===== config.mk =====
export PLATFORM = sky130hd
export DESIGN_NAME = cache_mem_responder_flat
export DESIGN_NICKNAME = d
export VERILOG_FILES = /design/src/rtl/cache_mem_responder_pkg.sv /design/src/rtl/cache_mem_responder_if.sv /design/src/rtl/cache_mem_responder.sv /design/src/flat_wrapper.sv
export SDC_FILE = /design/constraint.sdc
export NUM_CORES = 1
export LEC_CHECK = 0
export CORE_MARGIN = 4
export CORE_UTILIZATION = 46
export CTS_CLUSTER_SIZE = 12
export DETAILED_ROUTE_END_ITERATION = 10
export PLACE_DENSITY = 0.86
export SYNTH_ARGS = -nofsm -noshare
export SYNTH_HDL_FRONTEND = slang
export SYNTH_SLANG_ARGS = --single-unit

===== constraint.sdc =====
create_clock -name CLK -period 3.6 [get_ports CLK]
set_input_delay 0.54 -clock CLK [delete_from_list [all_inputs] [get_ports CLK]]
set_output_delay 0.54 -clock CLK [all_outputs]
set_load 0.1 [all_outputs]

===== src/rtl/cache_mem_responder_pkg.sv =====
// Shared types for the cache-to-RAM memory responder: word type, FSM states and latched op.
package cache_mem_responder_pkg;

  localparam int unsigned WORD_W   = 32;
  localparam int unsigned STREAK_W = 4;

  typedef logic [WORD_W-1:0] word_t;

  typedef enum logic [1:0] {IDLE, SERV, IRESP, DRESP} memresp_state_t;

  typedef enum logic {OWNER_I, OWNER_D} memresp_owner_t;

  typedef struct packed {
    memresp_owner_t owner;
    logic           wen;
    word_t          addr;
    word_t          wdata;
  } memresp_op_t;

endpackage


===== src/rtl/cache_mem_responder_if.sv =====
// Cache request/response lines plus the single-ported RAM handshake, seen from either side.
interface cache_mem_responder_if;
  import cache_mem_responder_pkg::*;

  logic  iREN;
  word_t iaddr;
  logic  iwait;
  word_t iload;
  logic  dREN;
  logic  dWEN;
  word_t daddr;
  word_t dstore;
  logic  dwait;
  word_t dload;
  logic  ram_req;
  logic  ram_wen;
  word_t ram_addr;
  word_t ram_wdata;
  word_t ram_rdata;
  logic  ram_ready;

  // Responder side
  modport slave (
    input  iREN, iaddr, dREN, dWEN, daddr, dstore, ram_rdata, ram_ready,
    output iwait, iload, dwait, dload, ram_req, ram_wen, ram_addr, ram_wdata
  );

  // Caches and RAM side
  modport master (
    output iREN, iaddr, dREN, dWEN, daddr, dstore, ram_rdata, ram_ready,
    input  iwait, iload, dwait, dload, ram_req, ram_wen, ram_addr, ram_wdata
  );
endinterface


===== src/rtl/cache_mem_responder.sv =====
// Arbitrates icache/dcache requests onto one RAM port; dcache first, with a streak
// limit so a waiting icache is granted after MAXD consecutive dcache grants.
module cache_mem_responder
  import cache_mem_responder_pkg::*;
#(
  parameter int unsigned MAXD = 4
) (
  input logic                  CLK,
  input logic                  nRST,
  cache_mem_responder_if.slave bus
);

  memresp_state_t      state, state_d;
  memresp_op_t         op, op_d;
  word_t               resp, resp_d;
  logic [STREAK_W-1:0] dstreak, dstreak_d;

  logic  iwait_q, dwait_q, ram_req_q, ram_wen_q;
  word_t iload_q, dload_q, ram_addr_q, ram_wdata_q;
  logic  iwait_d, dwait_d, ram_req_d, ram_wen_d;
  word_t iload_d, dload_d, ram_addr_d, ram_wdata_d;

  logic d_req, i_starved;

  assign d_req     = bus.dREN | bus.dWEN;
  assign i_starved = bus.iREN && (dstreak == STREAK_W'(MAXD));

  // State, op, response and registered outputs
  always_ff @(posedge CLK or negedge nRST) begin
    if (!nRST) begin
      state       <= IDLE;
      op          <= '0;
      resp        <= '0;
      dstreak     <= '0;
      iwait_q     <= 1'b1;
      dwait_q     <= 1'b1;
      iload_q     <= '0;
      dload_q     <= '0;
      ram_req_q   <= 1'b0;
      ram_wen_q   <= 1'b0;
      ram_addr_q  <= '0;
      ram_wdata_q <= '0;
    end else begin
      state       <= state_d;
      op          <= op_d;
      resp        <= resp_d;
      dstreak     <= dstreak_d;
      iwait_q     <= iwait_d;
      dwait_q     <= dwait_d;
      iload_q     <= iload_d;
      dload_q     <= dload_d;
      ram_req_q   <= ram_req_d;
      ram_wen_q   <= ram_wen_d;
      ram_addr_q  <= ram_addr_d;
      ram_wdata_q <= ram_wdata_d;
    end
  end

  // Next state: arbitration, op latch, streak counter, RAM completion
  always_comb begin
    state_d   = state;
    op_d      = op;
    resp_d    = resp;
    dstreak_d = dstreak;
    case (state)
      IDLE: begin
        if (d_req && !i_starved) begin
          state_d = SERV;
          op_d    = '{owner: OWNER_D, wen: bus.dWEN, addr: bus.daddr, wdata: bus.dstore};
          if (bus.iREN)
            dstreak_d = (dstreak >= STREAK_W'(MAXD)) ? STREAK_W'(MAXD) : dstreak + STREAK_W'(1);
          else
            dstreak_d = '0;
        end else if (bus.iREN) begin
          state_d   = SERV;
          op_d      = '{owner: OWNER_I, wen: 1'b0, addr: bus.iaddr, wdata: '0};
          dstreak_d = '0;
        end
      end
      SERV: begin
        if (bus.ram_ready) begin
          resp_d  = bus.ram_rdata;
          state_d = (op.owner == OWNER_D) ? DRESP : IRESP;
        end
      end
      IRESP:   state_d = IDLE;
      DRESP:   state_d = IDLE;
      default: state_d = IDLE;
    endcase
  end

  // Outputs follow the upcoming state so they register with no path from request inputs
  always_comb begin
    iwait_d     = (state_d != IRESP);
    dwait_d     = (state_d != DRESP);
    iload_d     = (state_d == IRESP) ? resp_d : iload_q;
    dload_d     = dload_q;
    if (state_d == DRESP)
      dload_d   = op_d.wen ? '0 : resp_d;
    ram_req_d   = (state_d == SERV);
    ram_wen_d   = op_d.wen;
    ram_addr_d  = op_d.addr;
    ram_wdata_d = op_d.wdata;
  end

  assign bus.iwait     = iwait_q;
  assign bus.dwait     = dwait_q;
  assign bus.iload     = iload_q;
  assign bus.dload     = dload_q;
  assign bus.ram_req   = ram_req_q;
  assign bus.ram_wen   = ram_wen_q;
  assign bus.ram_addr  = ram_addr_q;
  assign bus.ram_wdata = ram_wdata_q;

endmodule


===== src/flat_wrapper.sv =====
// flat-port wrapper written by rule: the top's interface ports become plain ports
module cache_mem_responder_flat import cache_mem_responder_pkg::*;
#(
  parameter int unsigned MAXD = 4
)
  (CLK, nRST, bus_iREN, bus_iaddr, bus_dREN, bus_dWEN, bus_daddr, bus_dstore, bus_ram_rdata, bus_ram_ready, bus_iwait, bus_iload, bus_dwait, bus_dload, bus_ram_req, bus_ram_wen, bus_ram_addr, bus_ram_wdata);
  cache_mem_responder_if bus_i ();
  input logic CLK;
  input logic nRST;
  input wire logic [$bits(bus_i.iREN)-1:0] bus_iREN;
  input wire logic [$bits(bus_i.iaddr)-1:0] bus_iaddr;
  input wire logic [$bits(bus_i.dREN)-1:0] bus_dREN;
  input wire logic [$bits(bus_i.dWEN)-1:0] bus_dWEN;
  input wire logic [$bits(bus_i.daddr)-1:0] bus_daddr;
  input wire logic [$bits(bus_i.dstore)-1:0] bus_dstore;
  input wire logic [$bits(bus_i.ram_rdata)-1:0] bus_ram_rdata;
  input wire logic [$bits(bus_i.ram_ready)-1:0] bus_ram_ready;
  output wire logic [$bits(bus_i.iwait)-1:0] bus_iwait;
  output wire logic [$bits(bus_i.iload)-1:0] bus_iload;
  output wire logic [$bits(bus_i.dwait)-1:0] bus_dwait;
  output wire logic [$bits(bus_i.dload)-1:0] bus_dload;
  output wire logic [$bits(bus_i.ram_req)-1:0] bus_ram_req;
  output wire logic [$bits(bus_i.ram_wen)-1:0] bus_ram_wen;
  output wire logic [$bits(bus_i.ram_addr)-1:0] bus_ram_addr;
  output wire logic [$bits(bus_i.ram_wdata)-1:0] bus_ram_wdata;
  assign bus_i.iREN = bus_iREN;
  assign bus_i.iaddr = bus_iaddr;
  assign bus_i.dREN = bus_dREN;
  assign bus_i.dWEN = bus_dWEN;
  assign bus_i.daddr = bus_daddr;
  assign bus_i.dstore = bus_dstore;
  assign bus_i.ram_rdata = bus_ram_rdata;
  assign bus_i.ram_ready = bus_ram_ready;
  assign bus_iwait = bus_i.iwait;
  assign bus_iload = bus_i.iload;
  assign bus_dwait = bus_i.dwait;
  assign bus_dload = bus_i.dload;
  assign bus_ram_req = bus_i.ram_req;
  assign bus_ram_wen = bus_i.ram_wen;
  assign bus_ram_addr = bus_i.ram_addr;
  assign bus_ram_wdata = bus_i.ram_wdata;
  cache_mem_responder #(.MAXD(MAXD)) u_core (.CLK(CLK), .nRST(nRST), .bus(bus_i));
endmodule

After elaboration in Yosys (flattened, before gate mapping)

Cells that the tools add are included.

$add $sub $neg: 1
$lt $le $gt $ge: 1
Equal/unequal tests: 9
Multiplexer cells: 15
Bitwise gates (word level): 1
Reduce and logical (&&, ||, !) cells: 7

Operators with widths:

| operator            | number |
|---|---|
| $mux 66             | 2 |
| $mux 32             | 3 |
| $mux 65             | 1 |
| $mux 4              | 4 |
| $eq 2x2->1 const B  | 4 |
| $mux 2              | 3 |
| $pmux 2 s3          | 1 |
| $add 4x1->4 const B | 1 |
| $eq 2x1->1 const B  | 2 |
| $eq 4x3->1 const B  | 1 |
| $ge 4x3->1 const B  | 1 |
| $ne 2x2->1 const B  | 2 |
| $logic_and 1x1->1   | 2 |
| $logic_not 2->1     | 1 |
| $reduce_and 2->1    | 1 |
| $reduce_bool 2->1   | 1 |
| $reduce_or 2->1     | 1 |
| $logic_not 1->1     | 1 |
| $mux 1              | 1 |
| $or 1x1->1          | 1 |

Flip-flop bits (word level): 171
Input port bits: 134
Output and inout bits: 132

Depth between registers and ports, before layout

Depth after elaboration: 7
Depth in mapped cells: 7

Worst setup path after synthesis

OpenSTA, ideal clock, no wires.

Path kind: reg-to-reg
Start point: reg u_core.dstreak[0]
End point: reg u_core.op[55] (netlist name)
Library setup time: 0.126 ns
Arrival time: 1.519 ns
Required time: 3.474 ns
Setup slack: 1.955 ns
Stages on the path, launching flop included: 8
Clock period less this slack: 1.645 ns
Path through: dfrtp_1 inv_1 ha_1 and4b_1 buf_6 o211a_4 buf_6 a221o_1

Word-level cells in the longest chain between the ends: 6
Elaborated cells between the ends (all ways): 7

RTL lines:

| item                               | RTL line                  | text |
|---|---|---|
| start, declared                    | cache_mem_responder.sv:16 | `logic [STREAK_W-1:0] dstreak, dstreak_d;` |
| start signal, assigned             | cache_mem_responder.sv:47 | `dstreak <= dstreak_d;` |
| $eq 4x3->1 *                       | cache_mem_responder.sv:26 | `assign i_starved = bus.iREN && (dstreak == STREAK_W'(MAXD));` |
| $logic_and 1x1->1 *                | cache_mem_responder.sv:26 |  |
| $logic_not 1->1 *                  | cache_mem_responder.sv:67 | `if (d_req && !i_starved) begin` |
| $logic_and 1x1->1 *                | cache_mem_responder.sv:67 |  |
| $reduce_bool 2->1 (no source line) | -                         |  |
| $reduce_and 2->1 (no source line)  | -                         |  |
| end signal, assigned               | cache_mem_responder.sv:45 | `op <= op_d;` |
| end, declared                      | cache_mem_responder.sv:14 | `memresp_op_t op, op_d;` |

Mark *: on every way between the ends. The rest lies on a longest branch, timed or not.
A chain may end at the register's enable or synchronous reset.

Worst setup path after layout

Start point: reg u_core.dwait_q, in the netlist u_core.bus.dwait
End point: out bus_dwait

RTL lines:

| item                   | RTL line                  | text |
|---|---|---|
| start, declared        | cache_mem_responder.sv:18 | `logic iwait_q, dwait_q, ram_req_q, ram_wen_q;` |
| start signal, assigned | cache_mem_responder.sv:49 | `dwait_q <= dwait_d;` |
| end, declared          | flat_wrapper.sv:20        | `output wire logic [$bits(bus_i.dwait)-1:0] bus_dwait;` |

No word-level cell between the ends.

==> results by group <==
Finish
  – Nets@finish: 859
  – Area Overhead vs Synth: 47.5%
  – Cell Count, Final, Fillers Out: 912
  – Share of cells above drive strength 1: 0.0761
  – Area of the multi-input gates: 0.00190 mm2
  – Fill cells: 941
  – FF+latch area: around 0.0035 mm2
  – Diodes inserted: 0

Setup path
  – WP buf/inv: 1
  – Critical Path Start: u_core.bus.dwait$_DFF_PN1_
  – Crit-path max cell delay: 1.15 ns
  – Crit-path leading delay family: buffers and inverters
  – CP required: 3.06 ns
  – Startpoint types: flip-flop
  – Critical path's slowest cell: clkdlybuf4s50_1
  – Worst R2R Start: u_core.state[0]$_DFF_PN0_
  – Setup CP Type: reg -> out
  – Cell chain of the critical path: clkdlybuf4s50_1
  – Setup crit end kind: output port
  – Data arrival, critical path: just over 2 ns
  – Worst Path Max Fanout: 1

Logic synthesis
  – Netlist Area Pre-Place: 0.00621 mm2
  – Seq/Total Area, Yosys: 0.561
  – Seq cells post-synth: 139
  – Distinct cells, synth: 35
  – Synthesized area per cell: 11.7 um2
  – Post-Syn Instances: roughly 530
  – YS warnings: 0
  – Post-Syn Nets: 668

Clocking
  – CTS clk-pin slew, worst paths: about 0.060 ns
  – CTS tree: built
  – Clk buf depth: 2
  – Clock sinks: between 100 and 150
  – Clock latency at the later pin of the worst-skew pair: 0.40 ns
  – Clock root buffer: clkbuf_16
  – Hold_buf cts: 0
  – Num CTS Buffers: 17
  – H-tree depth: 4
  – Post-CTS setup buffer count: 0
  – Post-CTS Resized: 0

STA
  – Final Hold Fails: 0
  – Final setup viols: 0
  – Final Max Slew Viols: 0
  – TNS Setup: 0 ns
  – RSZ-0062 raised after global routing: no
  – Final period util: 0.725
  – Max_slew headroom: 0.317
  – Peak Freq: 0.383 GHz
  – Worst slew pin tran: 1.02 ns
  – Final min period: 2.61 ns
  – Final Skew: between 0.008 and 0.009 ns

Route
  – Vias: 4731
  – Vias per cell: 5.19
  – DR pass1 iterations: 4
  – DRT antenna net count: 0
  – WL final: between 15000 and 20000 um
  – First-iteration detailed-routing DRC count: 307
  – DRC errors left: 0
  – Drt wl/cell: 17.6 um

Global route
  – Number of global-route vias before repair: 4903
  – Initial antenna violation count: 0
  – Global-route wire length before repair: 25000 um
  – GRT Overall Usage: 0.208
  – Largest net degree at the start of global routing: 78
  – Gr ovfl total: 0

Placement
  – Dpl cells: 880
  – Port bufs: 265
  – HPWL after detailed placement: 11700 um
  – Routability congestion estimate: 0.722

Job
  – Max-cap violation count: 0

Floorplanning
  – # rows: 42
  – Die area: 0.0154 mm2
  – Die width: 124 um
  – Placeable Area: 0.0132 mm2
  – Initial Util: 0.469
  – Io pins: about 270
  – Chip Height: 124 um

Status
  – Status: completed

Worst hold path
  – Hold Crit Class: in -> async
path summary, 6_finish.rpt:
kind | slack [ns] | endpoint | cells past startpoint
max reg2reg | 1.74 | u_core.op[61]$_DFFE_PN0P_ | 4
max | 0.99 | bus_dwait | 1
min in group CLK | 0.48 | u_core.bus.dload[13]$_DFFE_PN0N_ | 2
min | 0.10 | u_core.bus.dload[21]$_DFFE_PN0N_ | 1
max in group asynchronous | 2.62 | u_core.bus.iwait$_DFF_PN1_ | 2
min reg2reg | 0.48 | u_core.bus.dload[13]$_DFFE_PN0N_ | 2
cells in the mapped netlist:
| cell | number | share of area |
|---|---|---|
| nor2_2 | 1 | 0.0010 |
| nor4_1 | 33 | 0.033 |
| a221o_1 | 32 | 0.052 |
| and2_1 | 1 | 0.0010 |
| o22a_1 | 1 | 0.0014 |
| or2_1 | 1 | 0.0010 |
| dfstp_2 | 2 | 0.0085 |
| nand3b_1 | 1 | 0.0012 |
| buf_2 | 14 | 0.011 |
| buf_1 | 4 | 0.0024 |
| or2b_1 | 1 | 0.0012 |
| nor2_1 | 3 | 0.0018 |
| clkbuf_1 | 11 | 0.0067 |
| nor3_1 | 2 | 0.0016 |
| nand2_1 | 32 | 0.019 |
| buf_6 | 5 | 0.0091 |
| nor2_4 | 1 | 0.0018 |
| nor4b_1 | 1 | 0.0014 |
| a21o_1 | 1 | 0.0012 |
| dfrtp_1 | 137 | 0.55 |
| o21ai_0 | 5 | 0.0040 |
| o211a_4 | 1 | 0.0028 |
| buf_4 | 69 | 0.083 |
| a22o_1 | 33 | 0.047 |
| inv_1 | 36 | 0.022 |
| mux2_2 | 5 | 0.0091 |
| nor2b_1 | 1 | 0.0010 |
| nor3_4 | 1 | 0.0026 |
| nand4b_1 | 1 | 0.0014 |
| o21ai_1 | 29 | 0.023 |
| nor3b_2 | 1 | 0.0020 |
| mux2_1 | 29 | 0.053 |
| and4b_1 | 1 | 0.0016 |
| nand2b_1 | 34 | 0.034 |
| ha_1 | 2 | 0.0040 |
flip-flops by register name (all words and copies together), names as in the netlist:
signal,cells
u_core.op,66
u_core.bus.iwait,1
u_core.bus.ram_req,1
u_core.bus.dwait,1
u_core.bus.iload,32
u_core.dstreak,4
u_core.state,2
u_core.bus.dload,32
cell families (layout without fill, tap and decap cells):
group	count (synthesis)	in the layout	synth area share
flip-flops	139	139	0.561
multiplexers	34	34	0.0617
AO/OA/AOI/OAI	102	102	0.131
AND/OR/NAND/NOR	116	116	0.108
buffers and inverters	139	343	0.135
adder cells (fa/ha/maj)	2	2	0.00403
stage by stage:
| step | worst slack, ns | cell area [um2] | hold WS, ns | utilization |
|---|---|---|---|---|
| finish | 0.988 | 9160 | 0.100 | 0.691 |
| detailed placement | 1.26 | 8470 | 0.471 | 0.640 |
| global route | 0.934 | 9160 | 0.133 | 0.691 |
| global placement | 1.35 | 8470 | 0.466 | 0.640 |
| CTS | 0.963 | 9160 | 0.115 | 0.691 |
| floorplan | 1.96 | 6210 | 0.244 | - |
layer usage:
metal / GRT usage / wire length, um / vias to the layer above
li1: - / - / 2191
met3: 0.0636 / 1340 / 26
met2: 0.348 / 7940 / 199
met5: 0 / 0 / -
met1: 0.257 / 6420 / 2315
met4: 0.0684 / 351 / 0
cells in the final DEF, fill, tap and decap left out, types with 2 or more instances in the layout:
master,n
a221o_1,32
a22o_1,33
buf_4,10
bufinv_16,6
clkbuf_16,17
clkdlybuf4s50_1,263
clkinv_4,3
clkinvlp_4,3
dfrtp_1,137
dfstp_2,2
ha_1,2
inv_1,36
mux2_1,29
mux2_2,5
nand2_1,32
nand2b_1,33
nor2_1,3
nor2_4,2
nor3_1,2
nor4_1,33
o21ai_0,5
o21ai_1,29
final cells by class:
| cell class | instances | area share |
|---|---|---|
| repair buffers | 275 | 0.299 |
| well taps | 176 | 0.0241 |
| multi-input cells | 254 | 0.207 |
| clock buffers | 19 | 0.0484 |
| flip-flops and latches | 139 | 0.380 |
| inverters | 36 | 0.0148 |
| clock inverters | 13 | 0.0262 |
Power is not shown: default switching activity piles up to over one toggle a cycle in this logic, so the estimate is an artifact.
==> RTL edit 1 (same flow settings) <==
Change the package constant `WORD_W` from 32 to 48.
--- a/src/rtl/cache_mem_responder_pkg.sv
+++ b/src/rtl/cache_mem_responder_pkg.sv
@@ -3,3 +3,3 @@
 
-  localparam int unsigned WORD_W   = 32;
+  localparam int unsigned WORD_W   = 48;
   localparam int unsigned STREAK_W = 4;
Ports: changed (8 resized); port bits go from 266 to 394. No check against the original RTL was run, so the function may have changed too.
==> RTL edit 1 against the original RTL <==
  * Design area increased by 43%
  * Sequential cell count rose by 64
  * Worst setup slack lost 0.059 ns
  * Sequential share of layout area grew 0.84 points
  * Critical endpoint is now bus_iwait
  * Area after synthesis up 45%
  * Routed wire length rose by 59%
  * Largest cell class unchanged
Power is left out: the tool's default activity adds up to more than one toggle a clock period on the data nets, which glitch-free logic cannot reach.
==> RTL edit 1: results (changes against the original RTL) <==
Critical path
  – CP arrival: 2.13 ns (was 2.07 ns)
  – FF-to-FF End: u_core.op[3] (was u_core.op[61])
  – Reg2Reg Setup Slack: 1.44 ns (was 1.74 ns)
  – Worst R2R Start: u_core.state[1] (was u_core.state[0])
  – Worst Setup EP: bus_iwait (was bus_dwait)
  – CP Launch Point: u_core.bus.iwait (was u_core.bus.dwait)
  – Worst path slowest cell: clkdlybuf4s50_1 (unchanged)
  – Slowest Stage Delay on Critical Path: 1.13 ns (was 1.15 ns)

Logic synthesis
  – Synth top area cells: dfrtp_1 (56%), buf_4 (8.2%), mux2_1 (6.2%), a221o_1 (5.4%), a22o_1 (4.8%) (was dfrtp_1 (55%), buf_4 (8.3%), mux2_1 (5.3%), a221o_1 (5.2%), a22o_1 (4.7%))
  – Synth cell types: 32 (was 35)
  – Sequential share of the synthesized area: 56.65% (was 56.09%)
  – Ys Warns: 0 (unchanged)
  – Post-Syn Instances: 778 (was 532)
  – Most frequent cells after synthesis: dfrtp_1 (201), buf_4 (98), inv_1 (51), nand2b_1 (51) (was dfrtp_1 (137), buf_4 (69), inv_1 (36))
  – Syn Nets: 978 (was 668)

Cells and area
  – Max reg flops: 98 (was 66)
  – Nets: 1,247 (was 859)
  – Antenna diodes: 0 (unchanged)
  – Layout cell share with drive strength beyond 1: 4.896% (was 7.609%)

Detailed routing
  – Detailed Route Iter0 Violations: 302 (was 307)
  – Routed vias: 6,823 (was 4,731)
  – Routed length per placed instance: 19.35 µm (was 17.60 µm)
  – DRT Pass-1 Iters: 6 (was 4)
  – Post-Route WL: 25,590 µm (was 16,060 µm)

CTS
  – H-tree levels: 1 (was 4)
  – Clock buffer depth: 3 (was 2)
  – CTS buffer count: 22 (was 17)
  – # resized after CTS: 0 (unchanged)
  – CTS clk-pin slew, worst paths: 0.06 ns (about the same)
  – Clock latency on the worst-skew pair: 0.49 ns (was 0.40 ns)

Global route
  – Number of global-route vias before repair: 7,133 (was 4,903)
  – Antenna violations before repair: 0 (unchanged)
  – First-pass GRT wire length: 39,500 µm (was 25,020 µm)
  – Total global-route track usage: 22.50% (was 20.76%)
  – Largest net degree at the start of global routing: 98 (was 78)

Outcome
  – Status: finished clean (unchanged)

Timing
  – Clk_skew: 0.007461 ns (was 0.008027 ns)
  – Final Hold Viols: 0 (unchanged)
  – Worst Tran Pin Value: 1.065 ns (was 1.022 ns)

Placement
  – Port bufs: 393 (was 265)
  – Placer Congestion: 0.8241 (was 0.7219)
  – DPL Wire Length: 18,180 µm (was 11,670 µm)
  – Placed Cells: 1,283 (was 880)
  – Cell area after placement: 12,370 µm² (was 8472 µm²)
[RTL edit 1: area by class of cell]
type	instances	area, µm²
fill	1379	5878
multi-input combinational	366	2718
inverter	52	195.2
clock inverter	3	40.04
tap	260	325.3
timing repair buffer	402	4053
clock buffer	36	664.4
sequential	203	5082
[RTL edit 1: through the flow]
stage	utilization [%]	setup slack [ns]	hold WS (ns)
final	68.99	0.9291	0.1055
after global routing	68.99	0.8860	0.1528
after CTS	68.99	0.9044	0.1285
after detailed placement	65.27	1.001	0.4710
after global placement	65.27	1.082	0.4618
after floorplan	-	1.859	0.2444
[RTL edit 1: kinds of logic after synthesis]
logic type | after synthesis | synth area share, %
buffers and inverters | 209 | 13.39
DFF | 203 | 56.65
and+or+nand+nor | 164 | 10.10
AOI/OAI and AO/OA | 150 | 13.31
muxes | 50 | 6.276
adders and majority gates | 2 | 0.2789
[RTL edit 1: layer usage]
| metal | track usage [%] | wire length [µm] | up-vias |
|---|---|---|---|
| li1 | - | - | 3168 |
| met4 | 6.431 | 691 | 0 |
| met5 | 0 | 0 | - |
| met1 | 26.88 | 9930 | 3317 |
| met3 | 6.622 | 2184 | 47 |
| met2 | 39.60 | 12780 | 291 |
[RTL edit 1: worst min path at each step]
stage	slack (ns)	from	end
2_1_floorplan	0.24	nRST	u_core.bus.dload[0]
3_3_place_gp	0.46	u_core.bus.dload[5]	u_core.bus.dload[5]
3_5_place_dp	0.47	u_core.bus.dload[4]	u_core.bus.dload[4]
4_1_cts	0.13	nRST	u_core.bus.iload[38]
5_1_grt	0.15	nRST	u_core.bus.iload[38]
6_report	0.11	nRST	u_core.bus.iload[38]
==> RTL edit 2 (same settings) <==
Made on the original files. Encoding of `memresp_state_t`: now Gray code (2 bits for 4 states).
--- a/src/rtl/cache_mem_responder_pkg.sv
+++ b/src/rtl/cache_mem_responder_pkg.sv
@@ -8,3 +8,3 @@
 
-  typedef enum logic [1:0] {IDLE, SERV, IRESP, DRESP} memresp_state_t;
+  typedef enum logic [1:0] {IDLE = 2'b00, SERV = 2'b01, IRESP = 2'b11, DRESP = 2'b10} memresp_state_t;
 
Behaviour: same outputs for any inputs over 4 cycles, from zero or initial values and one cycle with nRST low; so few cycles prove little.
==> RTL edit 2 against the original RTL <==
  * Sequential cell count did not move
  * Synthesized cell count rose by 7.9%
  * Worst setup slack improved by 0.0054 ns
  * Routed wire length rose by 7.8%
  * Clock skew rose by 0.0035 ns
  * Critical path type unchanged
  * Sequential share of layout area fell by 0.21 points
  * Area after synthesis rose by 2.1%
  * Design area rose by 0.55%
  * Critical endpoint unchanged
Power is not shown: default switching activity piles up to over one toggle a cycle in this logic, so the estimate is an artifact.
==> RTL edit 2: results (changes against the original RTL) <==
Global route
  – Total global-route track usage: 22.35% (was 20.76%)
  – First-pass GRT wire length: 28,170 µm (was 25,020 µm)
  – Number of global-route vias before repair: 5,426 (was 4,903)
  – Largest net degree at the start of global routing: 118 (was 78)

Detailed routing
  – Routed vias: 5,019 (was 4,731)
  – Residual DRC: 0 (unchanged)
  – Wire length on met1: 6885 µm (was 6421 µm)
  – Routed length per placed instance: 18.30 µm (was 17.60 µm)
  – Top Metal Used: met4 (unchanged)
  – WL met3: 1240 µm (was 1341 µm)
  – Detailed Route Iter0 Violations: 351 (was 307)
  – DRT Pass-1 Iters: 6 (was 4)
  – Met2 Wirelength: 8772 µm (was 7941 µm)

Cells and area
  – Max reg flops: 66 (unchanged)
  – Antenna diodes: 0 (unchanged)
  – Filler cells: 958 (was 941)
  – Nets: 893 (was 859)
  – Top reg by flops: u_core.op (unchanged)
  – Layout cell share with drive strength beyond 1: 11.04% (was 7.609%)

CTS
  – Clock buffer depth: 2 (unchanged)
  – CTS buffer count: 17 (unchanged)
  – Clock latency on the worst-skew pair: 0.42 ns (was 0.40 ns)
  – H-tree levels: 4 (unchanged)
  – Root Buffer: clkbuf_16 (unchanged)
  – CTS clk-pin slew, worst paths: 0.06 ns (about the same)
  – # hold bufs at CTS: 0 (unchanged)

Placement
  – DPL Wire Length: 12,150 µm (was 11,670 µm)
  – Port bufs: 265 (unchanged)
  – Placer Congestion: 0.8376 (was 0.7219)

Logic synthesis
  – Post-synth ARST share: 100.0% (unchanged)
  – Most frequent cells after synthesis: dfrtp_1 (137), o21ai_0 (68), buf_4 (67) (was dfrtp_1 (137), buf_4 (69), inv_1 (36))
  – Sequential share of the synthesized area: 54.96% (was 56.09%)
  – Synth top area cells: dfrtp_1 (54%), buf_4 (7.9%), o21ai_0 (5.4%), a22o_1 (4.4%), nand2_1 (3.8%) (was dfrtp_1 (55%), buf_4 (8.3%), mux2_1 (5.3%), a221o_1 (5.2%), a22o_1 (4.7%))
  – Main flop type after synthesis: dfrtp_1 (unchanged)
  – Ys Warns: 0 (unchanged)
  – Synth cell types: 33 (was 35)
  – Syn Nets: 710 (was 668)

Timing
  – FMAX: 383.7 MHz (was 382.9 MHz)
  – Clk_skew: 0.01148 ns (was 0.008027 ns)
  – Worst relative slew slack: 23.00% (was 31.68%)

Critical path
  – Delay-heaviest family, CP: buffers and inverters (unchanged)
  – Slowest Stage Delay on Critical Path: 1.12 ns (was 1.15 ns)
  – Worst path slowest cell: clkdlybuf4s50_1 (unchanged)
  – CP arrival: 2.07 ns (about the same)
  – Crit-path max FO: 1 (unchanged)

Outcome
  – Status: finished clean (unchanged)

Floorplanning
  – Die X: 125.3 µm (was 124.2 µm)

Min path
  – Hold crit path type: in2async (unchanged)
-- RTL edit 2: logic make-up after synthesis --
kind of cell	synth area share [%]
AND/OR/NAND/NOR	12.09
adder cells (fa/ha/maj)	0.3950
AO/OA/AOI/OAI	14.48
flip-flops	54.96
multiplexers	6.460
buffers and inverters	11.62
-- RTL edit 2: routing by layer --
| metal | GRT usage, % | up-vias |
|---|---|---|
| met1 | 26.11 | 2432 |
| met3 | 6.951 | 32 |
| met2 | 38.06 | 229 |
| met5 | 0 | - |
| li1 | - | 2326 |
| met4 | 9.758 | 0 |
-- RTL edit 2: area by class of cell --
type	instances	area share, %
flip-flops and latches	139	37.81
repair buffers	276	29.70
multi-input cells	319	23.11
clock buffers	21	5.002
well taps	176	2.392
clock inverters	11	1.821
inverters	4	0.1631
-- RTL edit 2: final timing paths --
check	start	to	slack, ns	cells past startpoint
worst min register to register	u_core.bus.dload[17]	u_core.bus.dload[17]	0.49	2
worst max register to register	u_core.dstreak[0]	u_core.op[40]	1.45	5
worst max-delay path	u_core.bus.dwait	bus_dwait	0.99	1
worst min-delay path	nRST	u_core.bus.iload[20]	0.26	1
min in group CLK	u_core.bus.dload[17]	u_core.bus.dload[17]	0.49	2
max in group asynchronous	nRST	u_core.op[3]	2.39	2
-- RTL edit 2: through the flow --
stage          cells  worst slack (ns)  hold slack, ns  cell area [µm²]
2_1_floorplan    574             1.926          0.2444             6334
3_3_place_gp     914             1.067          0.4627             8577
3_5_place_dp     914            0.9484          0.4716             8577
4_1_cts          946            0.9736          0.3210             9205
5_1_grt          946            0.9453          0.3741             9205
6_report         946            0.9938          0.2594             9205
